$ cat src/rtl/ssd_scan_if.sv
// Bus between a datapath and the seven-segment scanner: value/dp/load/enable
// flow toward the scanner; anode, segment and frame signals flow back out.
interface ssd_scan_if #(
  parameter int DIGITS = 4
) ();
  logic [4*DIGITS-1:0] value;
  logic [DIGITS-1:0]   dp;
  logic                load;
  logic                enable;
  logic [DIGITS-1:0]   an;
  logic [6:0]          seg;
  logic                dp_n;
  logic                frame;

  modport master (
    output value, dp, load, enable,
    input  an, seg, dp_n, frame
  );

  modport slave (
    input  value, dp, load, enable,
    output an, seg, dp_n, frame
  );
endinterface

$ cat src/rtl/ssd_scan.sv
// Time-multiplexed common-anode seven-segment driver with a double-buffered
// display image, leading-zero blanking and a one-cycle frame marker.
module ssd_scan #(
  parameter int DIGITS   = 4,
  parameter int PRESCALE = 50000,
  parameter int BLANK_LZ = 1
) (
  input  logic      clk,
  input  logic      rst,
  ssd_scan_if.slave bus
);

  localparam int PW = $clog2(PRESCALE);
  localparam int IW = (DIGITS > 1) ? $clog2(DIGITS) : 1;
  localparam logic [PW-1:0] PC_LAST  = PW'(PRESCALE - 1);
  localparam logic [IW-1:0] IDX_LAST = IW'(DIGITS - 1);

  logic [PW-1:0]         r_pcnt;
  logic [IW-1:0]         r_idx;
  logic [4*DIGITS-1:0]   r_pend_val;
  logic [DIGITS-1:0]     r_pend_dp;
  logic                  r_pend_valid;
  logic [4*DIGITS-1:0]   r_disp_val;
  logic [DIGITS-1:0]     r_disp_dp;
  logic                  r_wrap_d;
  logic [DIGITS-1:0]     r_an;
  logic [6:0]            r_seg;
  logic                  r_dp_n;
  logic                  r_frame;

  logic                  w_tc;
  logic                  w_wrap;
  logic [3:0]            w_nib;
  logic                  w_dp_sel;
  logic                  w_blank;
  logic [DIGITS-1:0]     w_blank_vec;
  logic [DIGITS-1:0]     w_an_sel;
  logic [6:0]            w_seg_dec;

  function automatic logic [6:0] f_decode(input logic [3:0] n);
    logic [6:0] s;
    case (n)
      4'h0: s = 7'h40;
      4'h1: s = 7'h79;
      4'h2: s = 7'h24;
      4'h3: s = 7'h30;
      4'h4: s = 7'h19;
      4'h5: s = 7'h12;
      4'h6: s = 7'h02;
      4'h7: s = 7'h78;
      4'h8: s = 7'h00;
      4'h9: s = 7'h10;
      4'hA: s = 7'h08;
      4'hB: s = 7'h03;
      4'hC: s = 7'h46;
      4'hD: s = 7'h21;
      4'hE: s = 7'h06;
      default: s = 7'h0E;
    endcase
    return s;
  endfunction

  // Terminal count only advances while enabled, so transfers freeze when dark.
  assign w_tc      = bus.enable && (r_pcnt == PC_LAST);
  assign w_wrap    = w_tc && (r_idx == IDX_LAST);
  assign w_seg_dec = f_decode(w_nib);

  // Scan from the top digit down; a digit is blank until something non-zero
  // (nibble or dp) has been seen at or above it.
  always_comb begin : blank_scan
    logic lz_seen;
    lz_seen     = 1'b0;
    w_blank_vec = '0;
    for (int i = DIGITS - 1; i >= 0; i--) begin
      lz_seen = lz_seen | (r_disp_val[4*i +: 4] != 4'h0) | r_disp_dp[i];
      if ((BLANK_LZ != 0) && (i > 0) && !lz_seen) begin
        w_blank_vec[i] = 1'b1;
      end
    end
  end

  always_comb begin
    w_nib    = 4'h0;
    w_dp_sel = 1'b0;
    w_blank  = 1'b0;
    w_an_sel = '1;
    for (int i = 0; i < DIGITS; i++) begin
      if (r_idx == IW'(i)) begin
        w_nib       = r_disp_val[4*i +: 4];
        w_dp_sel    = r_disp_dp[i];
        w_blank     = w_blank_vec[i];
        w_an_sel[i] = 1'b0;
      end
    end
  end

  always_ff @(posedge clk or posedge rst) begin
    if (rst) begin
      r_pcnt       <= '0;
      r_idx        <= '0;
      r_pend_val   <= '0;
      r_pend_dp    <= '0;
      r_pend_valid <= 1'b0;
      r_disp_val   <= '0;
      r_disp_dp    <= '0;
      r_wrap_d     <= 1'b0;
    end else begin
      if (bus.enable) begin
        r_pcnt <= w_tc ? '0 : r_pcnt + 1'b1;
        if (w_tc) begin
          r_idx <= (r_idx == IDX_LAST) ? '0 : r_idx + 1'b1;
        end
      end
      // A load coinciding with the wrap lands in pending only.
      if (bus.load) begin
        r_pend_val   <= bus.value;
        r_pend_dp    <= bus.dp;
        r_pend_valid <= 1'b1;
      end else if (w_wrap) begin
        r_pend_valid <= 1'b0;
      end
      if (w_wrap && r_pend_valid) begin
        r_disp_val <= r_pend_val;
        r_disp_dp  <= r_pend_dp;
      end
      r_wrap_d <= w_wrap;
    end
  end

  always_ff @(posedge clk or posedge rst) begin
    if (rst) begin
      r_an    <= '1;
      r_seg   <= 7'h7F;
      r_dp_n  <= 1'b1;
      r_frame <= 1'b0;
    end else begin
      if (bus.enable && !w_blank) begin
        r_an   <= w_an_sel;
        r_seg  <= w_seg_dec;
        r_dp_n <= ~w_dp_sel;
      end else begin
        r_an   <= '1;
        r_seg  <= 7'h7F;
        r_dp_n <= 1'b1;
      end
      r_frame <= bus.enable && r_wrap_d;
    end
  end

  assign bus.an    = r_an;
  assign bus.seg   = r_seg;
  assign bus.dp_n  = r_dp_n;
  assign bus.frame = r_frame;

endmodule

$ cat src/flat_wrapper.sv
// flat-port wrapper written by rule: the top's interface ports become plain ports
module ssd_scan_flat 
#(
  parameter int DIGITS   = 4,
  parameter int PRESCALE = 50000,
  parameter int BLANK_LZ = 1
)
  (clk, rst, bus_value, bus_dp, bus_load, bus_enable, bus_an, bus_seg, bus_dp_n, bus_frame);
  ssd_scan_if #(.DIGITS(DIGITS)) bus_i ();
  input  logic clk;
  input  logic rst;
  input wire logic [$bits(bus_i.value)-1:0] bus_value;
  input wire logic [$bits(bus_i.dp)-1:0] bus_dp;
  input wire logic [$bits(bus_i.load)-1:0] bus_load;
  input wire logic [$bits(bus_i.enable)-1:0] bus_enable;
  output wire logic [$bits(bus_i.an)-1:0] bus_an;
  output wire logic [$bits(bus_i.seg)-1:0] bus_seg;
  output wire logic [$bits(bus_i.dp_n)-1:0] bus_dp_n;
  output wire logic [$bits(bus_i.frame)-1:0] bus_frame;
  assign bus_i.value = bus_value;
  assign bus_i.dp = bus_dp;
  assign bus_i.load = bus_load;
  assign bus_i.enable = bus_enable;
  assign bus_an = bus_i.an;
  assign bus_seg = bus_i.seg;
  assign bus_dp_n = bus_i.dp_n;
  assign bus_frame = bus_i.frame;
  ssd_scan #(.DIGITS(DIGITS), .PRESCALE(PRESCALE), .BLANK_LZ(BLANK_LZ)) u_core (.clk(clk), .rst(rst), .bus(bus_i));
endmodule
$ cat config.mk
export PLATFORM = sky130hd
export DESIGN_NAME = ssd_scan_flat
export DESIGN_NICKNAME = d
export VERILOG_FILES = /design/src/rtl/ssd_scan_if.sv /design/src/rtl/ssd_scan.sv /design/src/flat_wrapper.sv
export SDC_FILE = /design/constraint.sdc
export NUM_CORES = 1
export LEC_CHECK = 0
export CAP_MARGIN = 0
export CORE_UTILIZATION = 35
export DETAILED_ROUTE_END_ITERATION = 8
export GPL_ROUTABILITY_DRIVEN = 0
export SLEW_MARGIN = 20
export SYNTH_ARGS = -nofsm -noshare
export SYNTH_HDL_FRONTEND = slang
export SYNTH_SLANG_ARGS = --single-unit
$ cat constraint.sdc
create_clock -name clk -period 2.5 [get_ports clk]
set_clock_uncertainty 0.1 [all_clocks]
set_input_delay 0.5 -clock clk [delete_from_list [all_inputs] [get_ports clk]]
set_output_delay 0.5 -clock clk [all_outputs]
set_load 0.005 [all_outputs]
Word-level counts from Yosys, hierarchy flattened
Memory sizes are Yosys's and may differ from the RTL's.
Index checks and enable logic that the tools add are counted.
- $add $sub $neg: 2
- eq/ne operators: 4
- mux-type cells: 25
- bitwise logic cells: 6
- reduce and logical (&&, ||, !) cells: 12
- operators with widths (kind ; count):
    $mux 4 ; 5
    $mux 1 ; 17
    $add 16x1->16 const B ; 1
    $eq 16x16->1 const B ; 1
    $mux 16 ; 1
    $reduce_bool 4->1 ; 3
    $mux 7 ; 1
    $logic_and 1x1->1 ; 5
    $or 1x1->1 ; 5
    $eq 2x2->1 const B ; 2
    $add 2x1->2 const B ; 1
    $eq 2x1->1 const B ; 1
    $logic_not 2->1 ; 1
    $mux 2 ; 1
    $reduce_and 2->1 ; 1
    $reduce_bool 2->1 ; 1
    $logic_not 1->1 ; 1
    $not 1->1 ; 1
- bits in registers: 73
- bits in read-only memories: 112
- bits of input ports: 24
- output and inout bits: 13
- logic and storage cells: 62
- memories kept: 1
- memories (memory ; depth ; bits a word ; read ports ; clocked after memory_dff ; write ports ; line ; RTL):
    (name not given) ; 16 ; 7 ; 1 ; 0 ; 0 ; ssd_scan.sv:42 ; case (n)

Depth between registers and ports, before layout
Gate-level depths: netlist of the first run.
- word-level depth: 13
- gate-level depth with buffers: 9
- mapped depth without buffers: 9

Worst setup path after synthesis of the first run
OpenSTA, ideal clock, no wires.
- path type: reg2reg
- from: register u_core.r_idx[0]
- to: register u_core.r_seg[2], in the netlist u_core.bus.seg[2]
- setup time: 111 ps
- arrival time: 2144 ps
- required time: 2289 ps
- path slack: 145 ps
- cell stages (with the launch flop): 9
- path buffers: 0
- period minus slack after synthesis: 2355 ps
- cell sequence: dfrtp_1 -> inv_1 -> ha_1 -> nor2b_1 -> a221o_1 -> a22oi_1 -> inv_1 -> ha_1 -> o311ai_0
- longest elaborated chain between the ends: 7
- elaborated cells between the ends (all ways): 15
- classes of those cells: 3 x eq/ne; 8 x mux; 3 x reduce/logical; 1 x memory
- RTL lines (element ; line ; RTL):
    from (decl) ; ssd_scan.sv:19 ; logic [IW-1:0] r_idx;
    from (signal assigned) ; ssd_scan.sv:111 ; r_idx <= (r_idx == IDX_LAST) ? '0 : r_idx + 1'b1;
    $logic_not 2->1 / $eq 2x1->1 (equally long branches) ; ssd_scan.sv:88 ; if (r_idx == IW'(i)) begin
    $mux 4 / $mux 1 (equally long branches) (3 in a row) ; ssd_scan.sv:88 ;
    $mux 4 / $logic_not 1->1 (equally long branches) ; ssd_scan.sv:88, ssd_scan.sv:137 ;
    $mem_v2 16x7 / $logic_and 1x1->1 (equally long branches) ; -- ;
    $mux 7 * ; ssd_scan.sv:137 ; if (bus.enable && !w_blank) begin
    to (signal assigned) ; ssd_scan.sv:139 ; r_seg <= w_seg_dec;
    to (decl) ; ssd_scan.sv:27 ; logic [6:0] r_seg;
Every way passes the cells marked *; elsewhere a longest branch is shown, timed or not.
A chain may end at the register's enable or synchronous reset.

Worst setup path after layout of the first run
- from: register u_core.r_idx[1]
- to: register u_core.r_seg[0], in the netlist u_core.bus.seg[0]
Same word-level chain as after synthesis.

==> qor.txt, run 1 <==
ys async rst share: 100%
die width: 101 um
Initial Util: 36.5%
Max transition margin: 69.4%
Netlist cell types: 46
worst hold slack: 0.360 ns
clk_lat worst skew: 0.35 ns
max-cap viol count: 0
initial antenna violation count: 0
DRT iter0 DRCs: 77
CP required: 2.66 ns
Post-Synthesis Cells: 267
worst path bufs/invs: 2
post-layout utilization of the core: 45.7%
PwrDens: 642 nW/um^2
diode count: 0
Die Area: 10100 um^2
slack of the critical path: 0.183 ns
Vias: 2182
die height: 101 um
gr ovfl total: 0
Setup Viol. Count Final: 0
status: finished, final reports clean
Least-Margin Pin Slew: 0.459 ns
final hold viol count: 0
crit-path cells: inv_1 > ha_1 > nor2b_1 > a221o_1 > a22oi_2 > buf_4 > ha_2 > and3b_1 > o21ai_0
CTS buffer count: 9
pins over their slew limit: 0
fmax: 0.432 GHz
vias in the first global route: 2176
Post-CTS Setup Repair Bufs: 0
Buffers on Ports: 36
Crit. End Element: flop
CP max stage cell: dfrtp_1
WL per Instance: 13.8 um
Layout fillers: 859
final WL: 6230 um
first-pass GRT wire length: 10800 um
Post-synth EDFFs: 0
period utilization: 92.7%
ys flop type: dfrtp_1
setup slack, reg-to-reg: 0.18 ns
post-synth net total: 302
nets: 353
Detailed Place HPWL: 4370 um
fin crit period: 2.32 ns
Post-Syn Area per Cell: 12.7 um^2
Data arrival, critical path: 2.48 ns
Vias/cell: 4.83
post-route ant nets: 0
area grow syn2layout: 25.2%
family with the most delay on the worst path: compound AO/OA/AOI/OAI gates
Seq cells post-synth: 73
H-tree Lvls: 3
first-pass detailed-route iteration total: 4
largest net degree at the start of global routing: 74
WS Path Type: reg2reg
deepest clock path buffer count: 2
FP Rows: 35
synthesized area: 3400 um^2
io pins: 37
Clock Sinks: 73
YS warnings: 0
Max FO, Critical Path: 7
Max VDD drop: 0.275 mV
post-synthesis sequential area ratio: 54.1%
residual DRC count: 0
clock slew seen by the registers of the worst setup and hold paths: 0.07 ns
DP Worst Slack: 0.0766 ns
CP peak stage delay: 0.41 ns
clk root buf: clkbuf_8
worst hold path class: reg2reg
Core ar.: 9330 um^2
CTS tree: done
Leak: 1.90 nW
GR Util All Layers: 13.9%
Startpoint Class: flop
layout cells sized above 1: 29.4%
## flip-flops by register name, indices dropped and copies added (netlist names)
name / cells
u_core.r_disp_val: 16
u_core.r_pcnt: 16
u_core.r_pend_val: 16
u_core.bus.seg: 7
u_core.bus.an: 4
u_core.r_disp_dp: 4
u_core.r_pend_dp: 4
u_core.r_idx: 2
u_core.bus.dp_n: 1
u_core.bus.frame: 1
u_core.r_pend_valid: 1
u_core.r_wrap_d: 1
## area by class of cell
type                       instances  area [um^2]  share of cell area [%]
multi-input combinational        172         1480                    34.6
clock buffer                      10          128                    3.00
clock inverter                     6          115                    2.70
tap                              129          161                    3.79
inverter                          11         41.3                   0.969
sequential                        73         1840                    43.2
timing repair buffer              51          498                    11.7
## path summary, 6_finish.rpt
kind                                     endpoint  cells past startpoint       startpoint
worst max-delay path            u_core.bus.seg[0]                      9  u_core.r_idx[1]
worst min-delay path             u_core.bus.frame                      1  u_core.r_wrap_d
worst max register to register  u_core.bus.seg[0]                      9  u_core.r_idx[1]
worst min register to register   u_core.bus.frame                      1  u_core.r_wrap_d
max in group asynchronous       u_core.bus.seg[1]                      3              rst
min in group asynchronous        u_core.r_pcnt[6]                      3              rst
## timing repair
item / 4_1_cts / 5_1_grt
endpoints found under the setup margin: 0 / 6
hold buffers: 0 / 0
gates resized for setup: 0 / 5
## layout by cell type, fill, tap and decap left out, drive strengths merged, types with 2 or more instances in the layout
cell type,netlist,layout
a211o,2,2
a211oi,4,4
a21oi,5,5
a221o,2,2
a22oi,2,2
and2,2,2
buf,4,15
bufinv,0,3
clkbuf,7,10
clkdlybuf4s50,0,36
dfrtp,61,61
dfstp,12,12
ha,11,11
inv,11,12
mux2,41,41
mux2i,5,5
nand2,21,21
nand3,10,10
nand3b,3,3
nand4,5,5
nor2,11,11
nor2b,3,3
nor3b,2,2
nor4,4,4
o211ai,6,6
o21ai,5,5
or4,3,3
xnor2,6,6
xor2,6,6
## Yosys cell counts, types with 2 or more instances
| library cell | number | share of area, % |
|---|---|---|
| a211o_1 | 2 | 0.51 |
| a211oi_1 | 3 | 0.66 |
| a21oi_1 | 5 | 0.74 |
| a221o_1 | 2 | 0.59 |
| a22oi_1 | 2 | 0.44 |
| and2_1 | 2 | 0.37 |
| buf_2 | 2 | 0.29 |
| buf_6 | 2 | 0.66 |
| clkbuf_1 | 7 | 0.77 |
| dfrtp_1 | 61 | 45 |
| dfstp_2 | 12 | 9.3 |
| ha_1 | 11 | 4.0 |
| inv_1 | 11 | 1.2 |
| mux2_2 | 21 | 7.0 |
| mux2_4 | 20 | 8.8 |
| mux2i_1 | 5 | 1.5 |
| nand2_1 | 21 | 2.3 |
| nand3_1 | 10 | 1.5 |
| nand3b_1 | 3 | 0.66 |
| nand4_1 | 5 | 0.92 |
| nor2_1 | 11 | 1.2 |
| nor2b_1 | 3 | 0.55 |
| nor3b_1 | 2 | 0.44 |
| nor4_1 | 3 | 0.55 |
| o211ai_1 | 6 | 1.3 |
| o21ai_0 | 4 | 0.59 |
| or4_4 | 2 | 0.66 |
| xnor2_1 | 6 | 1.5 |
| xor2_1 | 6 | 1.5 |
## per-layer routing
layer / GRT usage [%] / up-vias / wire length, um
met5: 0 / - / 0
met4: 6.69 / 0 / 126
met3: 2.77 / 11 / 206
met2: 20.0 / 47 / 2760
met1: 20.2 / 1069 / 3140
li1: - / 1055 / -
## through the flow
stage / TNS [ns] / instance area (um^2) / power, mW / instances
global placement: 0 / 4000 / 1.62 / 436
detailed placement: 0 / 4000 / 1.63 / 436
CTS: 0 / 4250 / 2.77 / 452
global route: -0.0229 / 4260 / 2.87 / 452
finish: 0 / 4260 / 2.74 / 452
floorplan: 0 / 3400 / 1.52 / 267
## where the power goes
| part | switching (mW) | internal, mW | total [mW] | leakage (nW) |
|---|---|---|---|---|
| Sequential | 0.0819 | 1.27 | 1.35 | 0.903 |
| Combinational | 0.110 | 0.139 | 0.249 | 0.880 |
| Clock | 0.463 | 0.669 | 1.13 | 0.117 |
| Total | 0.654 | 2.08 | 2.74 | 1.90 |
## cells by family after synthesis
kind of cell	Yosys count	synth area share [%]
xor+xnor	12	3.09
buf+inv	22	2.94
compound gates	34	7.32
simple gates	69	11.2
fa+ha+maj	11	4.05
flops	73	54.1
mux	46	17.2
Note: power is estimated with default switching activity, not from simulation.
==> run 2, diff against run 1 <==
==> constraint.sdc (replaced) <==
create_clock -name clk -period 2.2 [get_ports clk]
set_clock_uncertainty 0.1 [all_clocks]
set_input_delay 0.44 -clock clk [delete_from_list [all_inputs] [get_ports clk]]
set_output_delay 0.44 -clock clk [all_outputs]
set_load 0.005 [all_outputs]
==> run 2 against run 1 <==
Cell count grew 6.4%. Sequential cell count unchanged. Worst setup slack worse by 0.16 ns. Largest cell class unchanged. Core utilization is 3.7 points higher. First-iteration DRC count shrank 25%. Hold slack better by 0.0082 ns. Die area unchanged. Count of clock-buffer cells in the layout rose by 1. Combinational power grew 23%. Sequential share of layout area shrank 3.2 points. Maximum frequency up 6.3%. Non-clock buffer count grew 29.
==> qor.txt, run 2 (synthesis results as in run 1) <==
total placed cells including tap cells: 457
area grow syn2layout: 35.3%
final hold viol count: 0
Crit. End Element: flop
most frequent cells in the layout: 61 x dfrtp_1, 39 x buf_4, 36 x clkdlybuf4s50_1
CP required: 2.38 ns
most common cell after layout, fill and taps aside: dfrtp_1
slack of the critical path: 0.0205 ns
DP Worst Slack: -0.139 ns
Final TNS setup: 0 ns
Pwr Total: 3.08 mW
CTS tree: done
Setup Viol. Count Final: 0
r2r worst-path depth: 5
Max transition margin: 74.0%
CP peak stage delay: 0.61 ns
hold buffers post-CTS: 0
diode count: 0
Clk network pwr share: 40.3%
period utilization: 99.1%
die height: 101 um
P_sw: 0.706 mW
first-pass detailed-route iteration total: 4
first-pass GRT wire length: 11200 um
CTS buffer count: 9
H-tree Lvls: 3
Buffers on Ports: 36
pins over their slew limit: 0
combinational share of power: 10.0%
CP max stage cell: or4b_1
fmax: 0.459 GHz
Max VDD drop: 0.320 mV
RSZ-0062 raised after global routing: yes
Clock Sinks: 73
worst hold path class: reg2reg
worst path bufs/invs: 1
Detailed Place HPWL: 4490 um
max-cap viol count: 0
FP Rows: 35
Data arrival, critical path: 2.36 ns
WL per Instance: 13.5 um
Layout fillers: 829
deepest clock path buffer count: 2
layout cells sized above 1: 39.8%
Min-Delay Path Depth: 1
Leak: 2.03 nW
Internal Power: 2.38 mW
residual DRC count: 0
Initial Util: 36.5%
Die Area: 10100 um^2
Sw Ratio: 22.9%
clk root buf: clkbuf_8
GR Util All Layers: 14.4%
Least-Margin Pin Slew: 0.390 ns
register share of total power: 49.7%
initial antenna violation count: 0
final WL: 6510 um
DRT iter0 DRCs: 58
largest net degree at the start of global routing: 74
Post-Layout Cell Count: 481
die width: 101 um
vias in the first global route: 2261
fin crit period: 2.18 ns
cell count along the critical path: 5
crit-path cells: or4b_1 > buf_4 > or4_4 > or3_1 > o21ai_2
Startpoint Class: flop
clock slew seen by the registers of the worst setup and hold paths: 0.08 ns
family with the most delay on the worst path: simple AND/OR/NAND/NOR gates
nets: 382
PwrDens: 669 nW/um^2
WS Path Type: reg2reg
Largest regs: u_core.r_disp_val x16, u_core.r_pcnt x16, u_core.r_pend_val x16
Vias/cell: 4.74
status: finished, final reports clean
gr ovfl total: 0
Core ar.: 9330 um^2
post-route ant nets: 0
Vias: 2282
Max FO, Critical Path: 2
io pins: 37
clk_lat worst skew: 0.35 ns
-- run 2: layer usage --
layer | vias to the layer above | wire length, um | GRT usage (%)
li1 | 1120 | - | -
met1 | 1111 | 3200 | 19.5
met2 | 39 | 2970 | 21.4
met3 | 12 | 208 | 4.37
met4 | 0 | 131 | 6.35
met5 | - | 0 | 0
-- run 2: worst paths after layout --
| check | from | end | slack (ns) |
|---|---|---|---|
| max | u_core.r_pcnt[7] | u_core.r_idx[0] | 0.02 |
| min | u_core.r_wrap_d | u_core.bus.frame | 0.37 |
| max reg2reg | u_core.r_pcnt[7] | u_core.r_idx[0] | 0.02 |
| min reg2reg | u_core.r_wrap_d | u_core.bus.frame | 0.37 |
| max in group asynchronous | rst | u_core.bus.dp_n | 1.23 |
| min in group asynchronous | rst | u_core.r_pcnt[0] | 0.45 |
-- run 2: final cells by class --
class / count / area [um^2] / share of cell area (%)
clock inverter: 5 / 104 / 2.26
timing repair buffer: 80 / 727 / 15.8
sequential: 73 / 1840 / 40.0
clock buffer: 11 / 131 / 2.85
inverter: 11 / 45.0 / 0.979
multi-input combinational: 172 / 1590 / 34.6
tap: 129 / 161 / 3.51
-- run 2: per-stage QoR --
step,util (%),hold slack [ns],cell area [um^2]
global placement,44.7,0.338,4170
finish,49.3,0.368,4600
floorplan,-,0.334,3420
global route,49.3,0.395,4600
detailed placement,44.7,0.348,4170
CTS,47.9,0.369,4470
-- run 2: power groups by stage --
stage               clock network (mW)  registers, mW  logic [mW]
floorplan                            0           1.54       0.192
global placement                     0           1.55       0.307
detailed placement                   0           1.56       0.314
CTS                               1.29           1.53       0.314
global route                      1.36           1.54       0.350
finish                            1.24           1.53       0.307
-- run 2: timing repair --
item	CTS	global route
pin swaps	2	10
setup endpoints to repair	6	27
resized for setup	9	22
buffers inserted	4	4
==> run 3, diff against run 2 <==
--- a/config.mk
+++ b/config.mk
@@ -6,7 +6,7 @@
 export NUM_CORES = 1
 export LEC_CHECK = 0
 export CAP_MARGIN = 0
-export CORE_UTILIZATION = 35
+export CORE_UTILIZATION = 40
 export DETAILED_ROUTE_END_ITERATION = 8
 export GPL_ROUTABILITY_DRIVEN = 0
 export SLEW_MARGIN = 20
==> run 3 against run 2 <==
Sequential share of layout area is 0.19 points higher. Die area is 12% lower. Global-route usage is 1.2 points higher. Routed wire length is 1.8% lower. First-iteration DRC count is 57% higher. Cell count is 4.6% lower. Final area is 0.41% lower. Non-clock buffer count is 2 higher. Sequential cell count stayed put. Maximum frequency is 2.7% higher. Hold slack worse by 0.016 ns. Critical endpoint is now u_core.bus.seg[6]. Largest cell class unchanged.
==> qor.txt, run 3 (synthesis results as in run 1) <==
Initial Util: 41.4%
Setup Viol. Count Final: 0
gr ovfl total: 0
RSZ-0062 raised after global routing: yes
Crit. End Element: flop
initial antenna violation count: 0
max-cap viol count: 0
io pins: 37
first-pass detailed-route iteration total: 4
post-route ant nets: 0
area grow syn2layout: 34.7%
die height: 94.2 um
uppermost layer routed: met4
DRT iter0 DRCs: 91
FP Rows: 33
PwrDens: 652 nW/um^2
worst hold path class: reg2reg
residual DRC count: 0
fin crit period: 2.12 ns
fmax: 0.471 GHz
deepest clock path buffer count: 2
clk root buf: clkbuf_8
status: finished, final reports clean
FF-to-FF Start: u_core.r_idx[0]
most frequent cells in the layout: 60 x dfrtp_1, 41 x buf_4, 36 x clkdlybuf4s50_1
clk_lat worst skew: 0.34 ns
Die Area: 8880 um^2
CTS buffer count: 9
final hold viol count: 0
Data arrival, critical path: 2.28 ns
pins over their slew limit: 0
met2 WL: 3000 um
final WL: 6390 um
Vias/cell: 4.89
Hold Crit Start: u_core.r_wrap_d
Core ar.: 8220 um^2
Max transition margin: 74.0%
Crit. Startpoint: u_core.r_idx[0]
WL met1: 3190 um
Max FO, Critical Path: 4
H-tree Lvls: 3
Largest regs: u_core.r_disp_val x16, u_core.r_pcnt x16, u_core.r_pend_val x16
largest net degree at the start of global routing: 74
Detailed Place HPWL: 4480 um
hold buffers post-CTS: 0
Startpoint Class: flop
clock slew seen by the registers of the worst setup and hold paths: 0.08 ns
Max VDD drop: 0.335 mV
worst hold slack: 0.353 ns
WS Path Type: reg2reg
GR Util All Layers: 15.7%
first-pass GRT wire length: 10600 um
Leak: 2.03 nW
Least-Margin Pin Slew: 0.388 ns
CP required: 2.36 ns
CTS tree: done
period utilization: 96.5%
Buffers on Ports: 36
Clock Sinks: 73
layout cells sized above 1: 41.0%
met3 wire length: 171 um
Layout fillers: 716
nets: 384
diode count: 0
die width: 94.2 um
vias in the first global route: 2239
Vias: 2244
Final TNS setup: 0 ns
WL per Instance: 13.9 um
most common cell after layout, fill and taps aside: dfrtp_1
## run 3: changes by cell type in the layout (fill, tap and decap cells not counted), sizes merged
cell      previous run  this run
clkbuf              11        10
buf                 44        46
bufinv               3         2
clkinvlp             1         3
## run 3: report_power, final
part | switching (mW) | internal [mW] | total (mW)
combinational | 0.138 | 0.175 | 0.313
clock | 0.499 | 0.642 | 1.14
sequential | 0.0857 | 1.45 | 1.53
## run 3: final timing paths
kind,end,cells after the start,slack (ns)
worst max-delay path,u_core.bus.seg[6],10,0.08
worst min-delay path,u_core.bus.frame,1,0.35
worst max register to register,u_core.bus.seg[6],10,0.08
worst min register to register,u_core.bus.frame,1,0.35
max in group asynchronous,u_core.bus.an[3],3,1.23
min in group asynchronous,u_core.r_pend_val[3],3,0.46
## run 3: what timing repair did
| item | 4_1_cts | 5_1_grt |
|---|---|---|
| pin swaps | 7 | 12 |
| endpoints found under the setup margin | 6 | 27 |
| gates resized for setup | 14 | 18 |
| buffers inserted | 4 | 6 |
## run 3: through the flow
step	worst slack, ns	area, um^2	instances	util, %	power (mW)
2_1_floorplan	-0.0215	3420	267	-	1.73
3_3_place_gp	-0.132	4160	434	50.7	1.86
3_5_place_dp	-0.138	4160	434	50.7	1.87
4_1_cts	0.00662	4470	454	54.3	3.03
5_1_grt	-0.0244	4580	459	55.8	3.15
6_report	0.0780	4580	459	55.8	2.99
## run 3: area by class of cell
cell class,count,area (um^2),area share (%)
repair buffers,82,751,16.4
clock inverters,6,92.6,2.02
flip-flops and latches,73,1840,40.2
multi-input cells,172,1590,34.7
clock buffers,10,128,2.78
inverters,11,47.5,1.04
well taps,105,131,2.87
## run 3: critical path: stages, from the launching register on
cell	delay (ns)
dfrtp_2	0.44
inv_4	0.06
ha_4	0.16
nor2b_4	0.12
a221o_1	0.32
a22oi_2	0.22
inv_2	0.09
buf_6	0.13
ha_4	0.16
mux2i_1	0.13
o211ai_1	0.10
## run 3: per-layer routing
| metal | global-route usage, % | up-vias |
|---|---|---|
| met1 | 21.5 | 1085 |
| met4 | 5.38 | 0 |
| li1 | - | 1120 |
| met2 | 23.8 | 37 |
| met5 | 0 | - |
| met3 | 4.13 | 2 |
